===== config.mk =====
export PLATFORM = sky130hd
export DESIGN_NAME = multicycle_control
export DESIGN_NICKNAME = d
export VERILOG_FILES = /design/src/rtl/mips_pkg.sv /design/src/rtl/alu_decoder.sv /design/src/rtl/multicycle_control.sv
export SDC_FILE = /design/constraint.sdc
export NUM_CORES = 1
export LEC_CHECK = 0
export ABC_AREA = 0
export CAP_MARGIN = 10
export CORE_MARGIN = 8
export CORE_UTILIZATION = 42
export DETAILED_ROUTE_END_ITERATION = 8
export GPL_ROUTABILITY_DRIVEN = 0
export PLACE_DENSITY = 0.75
export SETUP_SLACK_MARGIN = 0.1
export SLEW_MARGIN = 40
export SYNTH_ARGS = -nofsm -noshare
export SYNTH_HDL_FRONTEND = slang
export SYNTH_SLANG_ARGS = --single-unit
export TNS_END_PERCENT = 1

===== constraint.sdc =====
create_clock -name clk -period 2.2 [get_ports clk]
set_clock_uncertainty 0.2 [all_clocks]
set_input_delay 0.44 -clock clk [delete_from_list [all_inputs] [get_ports clk]]
set_output_delay 0.44 -clock clk [all_outputs]
set_load 0.01 [all_outputs]

===== src/rtl/mips_pkg.sv =====
// Shared encodings for the MIPS control path: FSM states, opcode/funct values,
// ALU control codes, mux select codes and the per-state control word.
package mips_pkg;

  typedef enum logic [3:0] {
    S_FETCH  = 4'd0,
    S_DECODE = 4'd1,
    S_MEMADR = 4'd2,
    S_MEMRD  = 4'd3,
    S_MEMWB  = 4'd4,
    S_MEMWR  = 4'd5,
    S_EXEC   = 4'd6,
    S_ALUWB  = 4'd7,
    S_BRANCH = 4'd8,
    S_ADDIEX = 4'd9,
    S_ADDIWB = 4'd10,
    S_JUMP   = 4'd11
  } state_t;

  typedef enum logic [1:0] {
    ALUOP_ADD   = 2'b00,
    ALUOP_SUB   = 2'b01,
    ALUOP_FUNCT = 2'b10
  } aluop_t;

  localparam logic [5:0] OP_RTYPE = 6'b000000;
  localparam logic [5:0] OP_LW    = 6'b100011;
  localparam logic [5:0] OP_SW    = 6'b101011;
  localparam logic [5:0] OP_BEQ   = 6'b000100;
  localparam logic [5:0] OP_ADDI  = 6'b001000;
  localparam logic [5:0] OP_J     = 6'b000010;

  localparam logic [5:0] FN_ADD = 6'b100000;
  localparam logic [5:0] FN_SUB = 6'b100010;
  localparam logic [5:0] FN_AND = 6'b100100;
  localparam logic [5:0] FN_OR  = 6'b100101;
  localparam logic [5:0] FN_SLT = 6'b101010;

  localparam logic [2:0] ULA_ADD = 3'b010;
  localparam logic [2:0] ULA_SUB = 3'b110;
  localparam logic [2:0] ULA_AND = 3'b000;
  localparam logic [2:0] ULA_OR  = 3'b001;
  localparam logic [2:0] ULA_SLT = 3'b111;

  localparam logic [1:0] SRCB_REGB   = 2'b00;
  localparam logic [1:0] SRCB_ONE    = 2'b01;
  localparam logic [1:0] SRCB_IMM    = 2'b10;
  localparam logic [1:0] SRCB_BRANCH = 2'b11;

  localparam logic [1:0] PCSRC_ALU    = 2'b00;
  localparam logic [1:0] PCSRC_ALUOUT = 2'b01;
  localparam logic [1:0] PCSRC_JUMP   = 2'b10;

  typedef struct packed {
    logic       irwrite;
    logic       pcwrite;
    logic       branch;
    logic       regwrite;
    logic       memwrite;
    logic       iord;
    logic       regdst;
    logic       memtoreg;
    logic       alusrca;
    logic [1:0] alusrcb;
    logic [1:0] pcsrc;
    logic [2:0] ula;
  } ctrl_t;

  function automatic ctrl_t ctrl_reset();
    ctrl_t c;
    c     = '0;
    c.ula = ULA_ADD;
    return c;
  endfunction

  function automatic logic op_legal(input logic [5:0] op);
    case (op)
      OP_RTYPE, OP_LW, OP_SW, OP_BEQ, OP_ADDI, OP_J: return 1'b1;
      default:                                      return 1'b0;
    endcase
  endfunction

  // Control word driven while the FSM sits in state s; ula comes from alu_decoder.
  function automatic ctrl_t ctrl_for(input state_t s, input logic [2:0] ula);
    ctrl_t c;
    c     = '0;
    c.ula = ula;
    case (s)
      S_FETCH: begin
        c.irwrite = 1'b1;
        c.pcwrite = 1'b1;
        c.alusrcb = SRCB_ONE;
        c.pcsrc   = PCSRC_ALU;
      end
      S_DECODE: c.alusrcb = SRCB_BRANCH;
      S_MEMADR: begin
        c.alusrca = 1'b1;
        c.alusrcb = SRCB_IMM;
      end
      S_MEMRD: c.iord = 1'b1;
      S_MEMWB: begin
        c.memtoreg = 1'b1;
        c.regwrite = 1'b1;
      end
      S_MEMWR: begin
        c.iord     = 1'b1;
        c.memwrite = 1'b1;
      end
      S_EXEC: begin
        c.alusrca = 1'b1;
        c.alusrcb = SRCB_REGB;
      end
      S_ALUWB: begin
        c.regdst   = 1'b1;
        c.regwrite = 1'b1;
      end
      S_BRANCH: begin
        c.alusrca = 1'b1;
        c.alusrcb = SRCB_REGB;
        c.pcsrc   = PCSRC_ALUOUT;
        c.branch  = 1'b1;
      end
      S_ADDIEX: begin
        c.alusrca = 1'b1;
        c.alusrcb = SRCB_IMM;
      end
      S_ADDIWB: c.regwrite = 1'b1;
      S_JUMP: begin
        c.pcsrc   = PCSRC_JUMP;
        c.pcwrite = 1'b1;
      end
      default: c = ctrl_reset();
    endcase
    return c;
  endfunction

endpackage


===== src/rtl/alu_decoder.sv =====
// Funct/aluop to 3-bit ALU control decode; shared with the single-cycle core.
module alu_decoder
  import mips_pkg::*;
(
  input  logic [5:0] funct,
  input  aluop_t     aluop,
  output logic [2:0] ula_ctrl,
  output logic       illegal_funct
);

  // Unknown functs fall back to add and flag illegal_funct.
  always_comb begin
    ula_ctrl      = ULA_ADD;
    illegal_funct = 1'b0;
    case (aluop)
      ALUOP_ADD: ula_ctrl = ULA_ADD;
      ALUOP_SUB: ula_ctrl = ULA_SUB;
      ALUOP_FUNCT: begin
        case (funct)
          FN_ADD:  ula_ctrl = ULA_ADD;
          FN_SUB:  ula_ctrl = ULA_SUB;
          FN_AND:  ula_ctrl = ULA_AND;
          FN_OR:   ula_ctrl = ULA_OR;
          FN_SLT:  ula_ctrl = ULA_SLT;
          default: begin
            ula_ctrl      = ULA_ADD;
            illegal_funct = 1'b1;
          end
        endcase
      end
      default: ula_ctrl = ULA_ADD;
    endcase
  end

endmodule


===== src/rtl/multicycle_control.sv =====
// Moore sequencing FSM for the 8-bit multicycle MIPS datapath. The control word
// is registered from the next state so it is valid at the start of each state.
module multicycle_control
  import mips_pkg::*;
#(
  parameter int OP_W = 6,
  parameter int FN_W = 6
) (
  input  logic            clk,
  input  logic            rst_n,
  input  logic [OP_W-1:0] Opcode,
  input  logic [FN_W-1:0] Funct,
  input  logic            FlagZ,
  output logic [2:0]      ULAControl,
  output logic            IorD,
  output logic            MemWrite,
  output logic            IRWrite,
  output logic            RegDst,
  output logic            MemtoReg,
  output logic            RegWrite,
  output logic            ALUSrcA,
  output logic [1:0]      ALUSrcB,
  output logic [1:0]      PCSrc,
  output logic            PCEn,
  output logic            Illegal,
  output logic [3:0]      State
);

  state_t     state_r;
  state_t     next_s;
  logic       armed_r;
  logic       illfn_r;
  ctrl_t      ctrl_r;
  aluop_t     aluop_s;
  logic [2:0] ula_s;
  logic       illfn_s;
  logic       state_ok_s;

  // Next-state selection; holds FETCH until armed.
  always_comb begin
    next_s = S_FETCH;
    if (!armed_r) begin
      next_s = S_FETCH;
    end else begin
      case (state_r)
        S_FETCH: next_s = S_DECODE;
        S_DECODE: begin
          case (Opcode)
            OP_LW, OP_SW: next_s = S_MEMADR;
            OP_RTYPE:     next_s = S_EXEC;
            OP_BEQ:       next_s = S_BRANCH;
            OP_ADDI:      next_s = S_ADDIEX;
            OP_J:         next_s = S_JUMP;
            default:      next_s = S_FETCH;
          endcase
        end
        S_MEMADR: begin
          if (Opcode == OP_SW) begin
            next_s = S_MEMWR;
          end else begin
            next_s = S_MEMRD;
          end
        end
        S_MEMRD: next_s = S_MEMWB;
        S_EXEC: begin
          if (illfn_r) begin
            next_s = S_FETCH;
          end else begin
            next_s = S_ALUWB;
          end
        end
        S_ADDIEX: next_s = S_ADDIWB;
        default:  next_s = S_FETCH;
      endcase
    end
  end

  // ALU operation class for the state being entered.
  always_comb begin
    aluop_s = ALUOP_ADD;
    if (next_s == S_EXEC) begin
      aluop_s = ALUOP_FUNCT;
    end else if (next_s == S_BRANCH) begin
      aluop_s = ALUOP_SUB;
    end else begin
      aluop_s = ALUOP_ADD;
    end
  end

  alu_decoder u_alu_decoder (
    .funct         (Funct),
    .aluop         (aluop_s),
    .ula_ctrl      (ula_s),
    .illegal_funct (illfn_s)
  );

  // State, arming flag and registered control word.
  always_ff @(posedge clk or negedge rst_n) begin
    if (!rst_n) begin
      state_r <= S_FETCH;
      armed_r <= 1'b0;
      illfn_r <= 1'b0;
      ctrl_r  <= ctrl_reset();
    end else begin
      armed_r <= 1'b1;
      state_r <= next_s;
      illfn_r <= illfn_s;
      ctrl_r  <= ctrl_for(next_s, ula_s);
    end
  end

  // Corrupted state codes must never let a write enable through.
  assign state_ok_s = armed_r && (state_r <= S_JUMP);

  assign ULAControl = ctrl_r.ula;
  assign IorD       = ctrl_r.iord;
  assign RegDst     = ctrl_r.regdst;
  assign MemtoReg   = ctrl_r.memtoreg;
  assign ALUSrcA    = ctrl_r.alusrca;
  assign ALUSrcB    = ctrl_r.alusrcb;
  assign PCSrc      = ctrl_r.pcsrc;
  assign IRWrite    = state_ok_s & ctrl_r.irwrite;
  assign RegWrite   = state_ok_s & ctrl_r.regwrite;
  assign MemWrite   = state_ok_s & ctrl_r.memwrite;
  assign PCEn       = state_ok_s & (ctrl_r.pcwrite | (ctrl_r.branch & FlagZ));
  assign Illegal    = armed_r & (((state_r == S_DECODE) & ~op_legal(Opcode)) |
                                 ((state_r == S_EXEC) & illfn_r));
  assign State      = state_r;

endmodule

# Word level (Yosys, flattened, before mapping)
# Cells that the tools add are included.
# totals
ff_bits,22
inputBits,15
word_cells,92
out_inout_bits,20
# classes
n_lt_le_gt_ge,1
reduce_logical,13
bitwise_logic,11
n_mux,24
n_eq_ne,28
# op_table
operator,n
6-bit == test (second input constant),7
4-bit one-hot mux with 6 select lines,1
4-bit by 3-bit == test with 1-bit output (second input constant),5
4-bit == test (second input constant),5
4-bit one-hot mux with 5 select lines,1
4-bit by 2-bit == test with 1-bit output (second input constant),4
1-bit 2-to-1 mux,13
3-bit one-hot mux with 4 select lines,1
12-bit OR reduction,1
3-bit 2-to-1 mux,3
1-bit bitwise AND,8
4-bit by 1-bit == test with 1-bit output (second input constant),2
4-bit logical NOT,2
2-bit OR reduction,4
6-bit by 2-bit == test with 1-bit output (second input constant),1
6-bit by 3-bit == test with 1-bit output (second input constant),1
6-bit by 4-bit == test with 1-bit output (second input constant),1
6-bit logical NOT,1
2-bit one-hot mux with 3 select lines,1
3-bit one-hot mux with 2 select lines,1
6-bit OR reduction,1
5-bit OR reduction,1
4-bit less-or-equal comparator (second input constant),1
4-bit 2-to-1 mux,1
9 further kinds,10

# Logic depth before layout (Yosys ltp)
# logic_depth
depth_word,11
mapped_depth,7
depth_no_buf,5

# Cells and area by module
# Synthesis repeated with hierarchy kept, for this count alone.
# hier_totals
hier_cells,131
hier_area_um2,1275.0
# modules_own_cells
module,seq_area_each_um2,cells_each,area_per_inst_um2,n_inst
multicycle_control,526.8,111,1126.1,1
alu_decoder,0.0,20,148.9,1

# Least setup slack after synthesis
# OpenSTA, ideal clock, no wires.
# synth_timing
kind,input-to-reg
from,input port Opcode[0]
to,"register ctrl_r, in the netlist ULAControl[2]"
required_ns,1.879
setup_time_ns,0.121
arrival_ns,1.778
path_buffers,1
path_stages,6
slack_ns,0.101
cell_sequence,or4_1 > o31ai_1 > and3_2 > buf_6 > o21ai_1 > a22o_1
# synth_via
elab_chain_len,11
elab_cells_between_ends,30
cone_classes,18 x eq/ne; 8 x mux; 4 x reduce/logical
# synth_rtl
element,line,source
start: declaration,multicycle_control.sv:11,"input logic [OP_W-1:0] Opcode,"
6-bit == test (on tied branches),"multicycle_control.sv:48, multicycle_control.sv:58",
2-bit OR reduction,multicycle_control.sv:48,case (Opcode)
4-bit one-hot mux with 5 select lines,multicycle_control.sv:48,
4-bit one-hot mux with 6 select lines *,multicycle_control.sv:45,case (state_r)
4-bit 2-to-1 mux *,multicycle_control.sv:42,if (!armed_r) begin
4-bit == test,"mips_pkg.sv:88, multicycle_control.sv:83",
1-bit 2-to-1 mux,multicycle_control.sv:83,end else if (next_s == S_BRANCH) begin
2-bit 2-to-1 mux,multicycle_control.sv:81,if (next_s == S_EXEC) begin
2-bit == test or 2-bit by 1-bit == test with 1-bit output (tied branches),alu_decoder.sv:15,case (aluop)
3-bit one-hot mux with 2 select lines,alu_decoder.sv:15,
3-bit 2-to-1 mux *,mips_pkg.sv:88,case (s)
end signal: assignment,multicycle_control.sv:103,ctrl_r <= ctrl_reset();
end signal: assignment,multicycle_control.sv:108,"ctrl_r <= ctrl_for(next_s, ula_s);"
end: declaration,multicycle_control.sv:33,ctrl_t ctrl_r;
# Mark *: on every way between the ends. The rest lies on a longest branch, timed or not.

# Worst setup path in the final report
# layout_timing
from,input port Opcode[5]
to,"register ctrl_r, in the netlist ALUSrcB[1]"
# layout_via
elab_chain_len,8
elab_cells_between_ends,17
cone_classes,8 x eq/ne; 5 x mux; 4 x reduce/logical
# layout_rtl
element,line
6-bit == test (on tied branches),"multicycle_control.sv:48, multicycle_control.sv:58"
2-bit OR reduction,multicycle_control.sv:48
4-bit one-hot mux with 5 select lines,multicycle_control.sv:48
4-bit one-hot mux with 6 select lines *,multicycle_control.sv:45
4-bit 2-to-1 mux *,multicycle_control.sv:42
4-bit == test or 4-bit by 2-bit == test with 1-bit output (tied branches),mips_pkg.sv:88
2-bit OR reduction (no source line),-
2-bit one-hot mux with 3 select lines *,mips_pkg.sv:88
# Marks and branches as above.

==> results_tabular.tex <==
\begin{tabular}{lr}
\hline
Metric & Value \\
\hline
\multicolumn{2}{l}{\textbf{Route}} \\
\quad DRC marker count from the first detailed-route iteration & 51 \\
\quad Residual antenna-violating net count after detailed routing & 0 \\
\quad Wire length per cell & 17.1 µm \\
\quad Total DRC errors in the routed layout & 0 \\
\quad Ratio of routed vias to standard cells & 5.72 \\
\quad Vias post-DR & 1207 \\
\quad Routed wire length & 3610 µm \\
\quad First-pass DRT Iterations & 4 \\
\multicolumn{2}{l}{\textbf{Synth}} \\
\quad Most area-hungry cell type in the Yosys netlist & dfrtp\_1 \\
\quad Most instantiated library cell after synthesis & dfrtp\_1 \\
\quad Sequential share of the synthesized area & 44.8\% \\
\quad FFs w/ async S/R, synth & 100\% \\
\quad Area share of the largest cell type after synthesis & 42.6\% \\
\quad Number of synthesis warnings & 0 \\
\quad Synth cell count leaders & dfrtp\_1 (20), buf\_4 (7), nand3\_1 (7), nor2\_1 (6) \\
\quad Count of different cell masters after synthesis & 46 \\
\quad Top cells by area, synth & dfrtp\_1 (43\%), buf\_4 (4.5\%), nand3\_1 (3.0\%) \\
\quad Seq cells post-synth & 21 \\
\quad Cell count after synthesis & 120 \\
\quad Mapped Nets & 135 \\
\quad Syn\_area\_per\_cell & 9.79 µm² \\
\quad Top\_reg\_cell synth & dfrtp\_1 \\
\quad Number of enable-type register cells in the synthesized netlist & 0 \\
\quad Mapped Area & 1170 µm² \\
\multicolumn{2}{l}{\textbf{Critical path}} \\
\quad Worst endpoint required time & 2.23 ns \\
\quad Highest cell delay on the worst timing path & 0.37 ns \\
\quad Sort of element at the end of the critical path & flop \\
\quad Worst setup path class & primary input to flop \\
\quad Worst Path Arrival & 2.19 ns \\
\quad Master of the slowest instance on the critical path & a311o\_1 \\
\quad Cells traversed along the worst timing path & clkdlybuf4s15\_1 > and3\_4 > buf\_4 > a311o\_1 > and4\_4 > or3\_4 > a211oi\_2 \\
\quad Critical path startpoint category & primary input \\
\quad Crit Path Max Fanout & 5 \\
\multicolumn{2}{l}{\textbf{Floorplan}} \\
\quad Effective utilization at floorplan & 43.4\% \\
\quad Width of the chip & 68.9 µm \\
\quad I/O pin count & 35 \\
\quad DIE HEIGHT & 68.9 µm \\
\quad Core Rows & 19 \\
\quad Total die area & 4750 µm² \\
\quad Core region area & 2710 µm² \\
\multicolumn{2}{l}{\textbf{Global route}} \\
\quad Vias in the first global route & 1227 \\
\quad Total congestion overflow & 0 \\
\quad Largest net degree at the start of global routing & 22 \\
\quad Initial antenna violation count & 0 \\
\quad First-pass GRT wire length & 5580 µm \\
\quad Global-route usage over all layers & 15.2\% \\
\multicolumn{2}{l}{\textbf{Power}} \\
\quad Leakage power & 0.832 nW \\
\quad Net switching fraction of the power & 27.8\% \\
\quad Cell-internal power & 0.000553 W \\
\quad Clock power share & 24.7\% \\
\quad P\_sw & 0.000213 W \\
\quad Pwr Density & 429 nW/µm² \\
\quad Combinational share of power & 23.1\% \\
\quad Maximum resistive drop on vdd & 0.348 mV \\
\quad Sequential Power Share & 52.2\% \\
\multicolumn{2}{l}{\textbf{Layout}} \\
\quad \# fillers & 221 \\
\quad Number of nets in the final layout & 196 \\
\quad Fraction of layout instances using a drive strength above 1 & 33.3\% \\
\quad Antenna fix cells & 0 \\
\quad Synthesis-to-layout area growth & 52.1\% \\
\multicolumn{2}{l}{\textbf{Clock network}} \\
\quad CTS clk-pin slew, worst paths & 0.13 ns \\
\quad CTS tree & built \\
\quad Maximum level of the CTS H-tree & 1 \\
\quad Clk buf depth & 2 \\
\quad Skew-Pair Late Insertion Delay & 0.30 ns \\
\quad Num CTS Buffers & 3 \\
\quad Number of clock sinks & 21 \\
\quad Number of buffers inserted by hold repair at cts & 0 \\
\quad Buffer cell driving the clock tree root & clkbuf\_4 \\
\multicolumn{2}{l}{\textbf{Worst hold path}} \\
\quad Path type of the worst min-delay path & primary input to async pin \\
\multicolumn{2}{l}{\textbf{STA}} \\
\quad Measured slew at the worst slew-check pin & 0.527 ns \\
\quad Final-report setup violation count & 0 \\
\quad Post-route clock period utilization & 98.3\% \\
\quad Setup Total Neg Slack & 0 ns \\
\quad Setup repair after global routing missed its margin & yes \\
\quad Time the final worst path needs with I/O delays and setup & 2.16 ns \\
\quad Maximum clock frequency & 462 MHz \\
\quad Normalized max-slew margin & 64.7\% \\
\quad Final Hold Fails & 0 \\
\quad Tightest hold margin & 0.253 ns \\
\quad Final-report max-slew violation count & 0 \\
\multicolumn{2}{l}{\textbf{Flow run}} \\
\quad Max-capacitance violation count & 0 \\
\multicolumn{2}{l}{\textbf{Place}} \\
\quad Count of port buffers added during placement & 34 \\
\quad DP Wirelength & 2590 µm \\
\multicolumn{2}{l}{\textbf{Outcome}} \\
\quad Outcome & complete, no violations \\
\hline
\end{tabular}
-- registers in the layout, summed over array words and instances, names as in the netlist --
name,cells
IorD,1
ALUSrcB,2
PCSrc,2
RegDst,1
ULAControl,3
armed_r,1
ctrl_r,4
MemtoReg,1
State,4
ALUSrcA,1
illfn_r,1
-- cell usage in the layout (no fill, tap or decap), types with 2 or more instances in the layout --
| cell type | netlist | routed |
|---|---|---|
| nor3_1 | 3 | 3 |
| nor2b_1 | 2 | 2 |
| o2111a_1 | 2 | 2 |
| nor4_1 | 3 | 2 |
| o21ai_1 | 2 | 3 |
| dfrtp_1 | 20 | 18 |
| o21a_1 | 2 | 2 |
| and2_1 | 4 | 4 |
| inv_1 | 5 | 5 |
| nand2_1 | 5 | 5 |
| dlygate4sd2_1 | 0 | 5 |
| clkbuf_4 | 0 | 3 |
| nand2b_1 | 5 | 5 |
| clkbuf_2 | 0 | 4 |
| buf_4 | 7 | 30 |
| a211oi_1 | 2 | 2 |
| and3_4 | 0 | 2 |
| o211ai_1 | 2 | 2 |
| clkdlybuf4s50_1 | 0 | 21 |
| xnor2_1 | 2 | 2 |
| nor3b_1 | 2 | 2 |
| nand3_1 | 7 | 7 |
| nor2_1 | 6 | 6 |
| dfrtp_2 | 0 | 2 |
| a21oi_1 | 5 | 5 |
| buf_2 | 2 | 2 |
| clkdlybuf4s15_1 | 0 | 2 |
-- power by group through the flow --
stage          registers [W]  clock network [W]  logic [W]
2_1_floorplan       0.000410                  0  0.0000687
3_3_place_gp        0.000407                  0   0.000153
3_5_place_dp        0.000408                  0   0.000160
4_1_cts             0.000401           0.000195   0.000160
5_1_grt             0.000401           0.000214   0.000191
6_report            0.000400           0.000189   0.000177
-- kinds of logic after synthesis --
family / share of synthesized area [%]
buffers and inverters: 8.20
XOR/XNOR: 1.49
other: 0.319
multiplexers: 0.958
flip-flops: 44.8
AND/OR/NAND/NOR: 24.9
AO/OA/AOI/OAI: 19.3
-- critical path, delay by kind of cell --
kind / cells / cell delay, ns
compound gates: 2 / 0.54
buf+inv: 2 / 0.40
simple gates: 3 / 0.80
-- final cells by class --
type / instances / area [µm²] / share of cell area, %
Multi-Input combinational cell: 84 / 619 / 34.7
Timing Repair Buffer: 66 / 553 / 31.0
Sequential cell: 21 / 529 / 29.6
Tap cell: 31 / 38.8 / 2.17
Clock buffer: 3 / 22.5 / 1.26
Inverter: 5 / 18.8 / 1.05
Clock inverter: 1 / 5.00 / 0.280
-- per-stage QoR --
step	cells	power, W	instance area [µm²]	setup WS, ns	util (%)
global placement	199	0.000560	1660	-0.603	61.4
detailed placement	199	0.000568	1660	-0.677	61.4
global route	211	0.000806	1790	0.00906	65.9
floorplan	120	0.000478	1170	0.101	-
finish	211	0.000767	1790	0.0371	65.9
CTS	205	0.000755	1720	-0.141	63.5
-- routing by layer --
metal | GRT usage (%) | routed length [µm] | vias to the layer above
li1 | - | - | 552
met1 | 17.7 | 1380 | 597
met2 | 27.5 | 1930 | 50
met3 | 2.75 | 241 | 8
met4 | 4.76 | 56 | 0
met5 | 0 | 0 | -
-- timing repair --
item                                    4_1_cts  5_1_grt
setup buffers                                 2        4
pin swaps                                     2       10
gates cloned                                  0        2
gates resized for setup                      25       20
endpoints found under the hold margin         0        0
endpoints found under the setup margin       25       24
-- worst paths after layout --
path | cells past startpoint | endpoint | slack [ns] | start
worst max-delay path | 7 | ALUSrcB[1]$_DFF_PN0_ | 0.04 | Opcode[5]
worst min-delay path | 2 | State[3]$_DFF_PN0_ | 0.25 | rst_n
worst max register to register | 6 | ALUSrcB[1]$_DFF_PN0_ | 0.06 | State[3]$_DFF_PN0_
worst min register to register | 3 | ctrl_r[12]$_DFF_PN0_ | 0.65 | armed_r$_DFF_PN0_
max in group asynchronous | 2 | ULAControl[1]$_DFF_PN1_ | 1.27 | rst_n
min in group clk | 3 | ULAControl[1]$_DFF_PN1_ | 0.60 | Funct[3]
(Power assumes the default switching activity.)
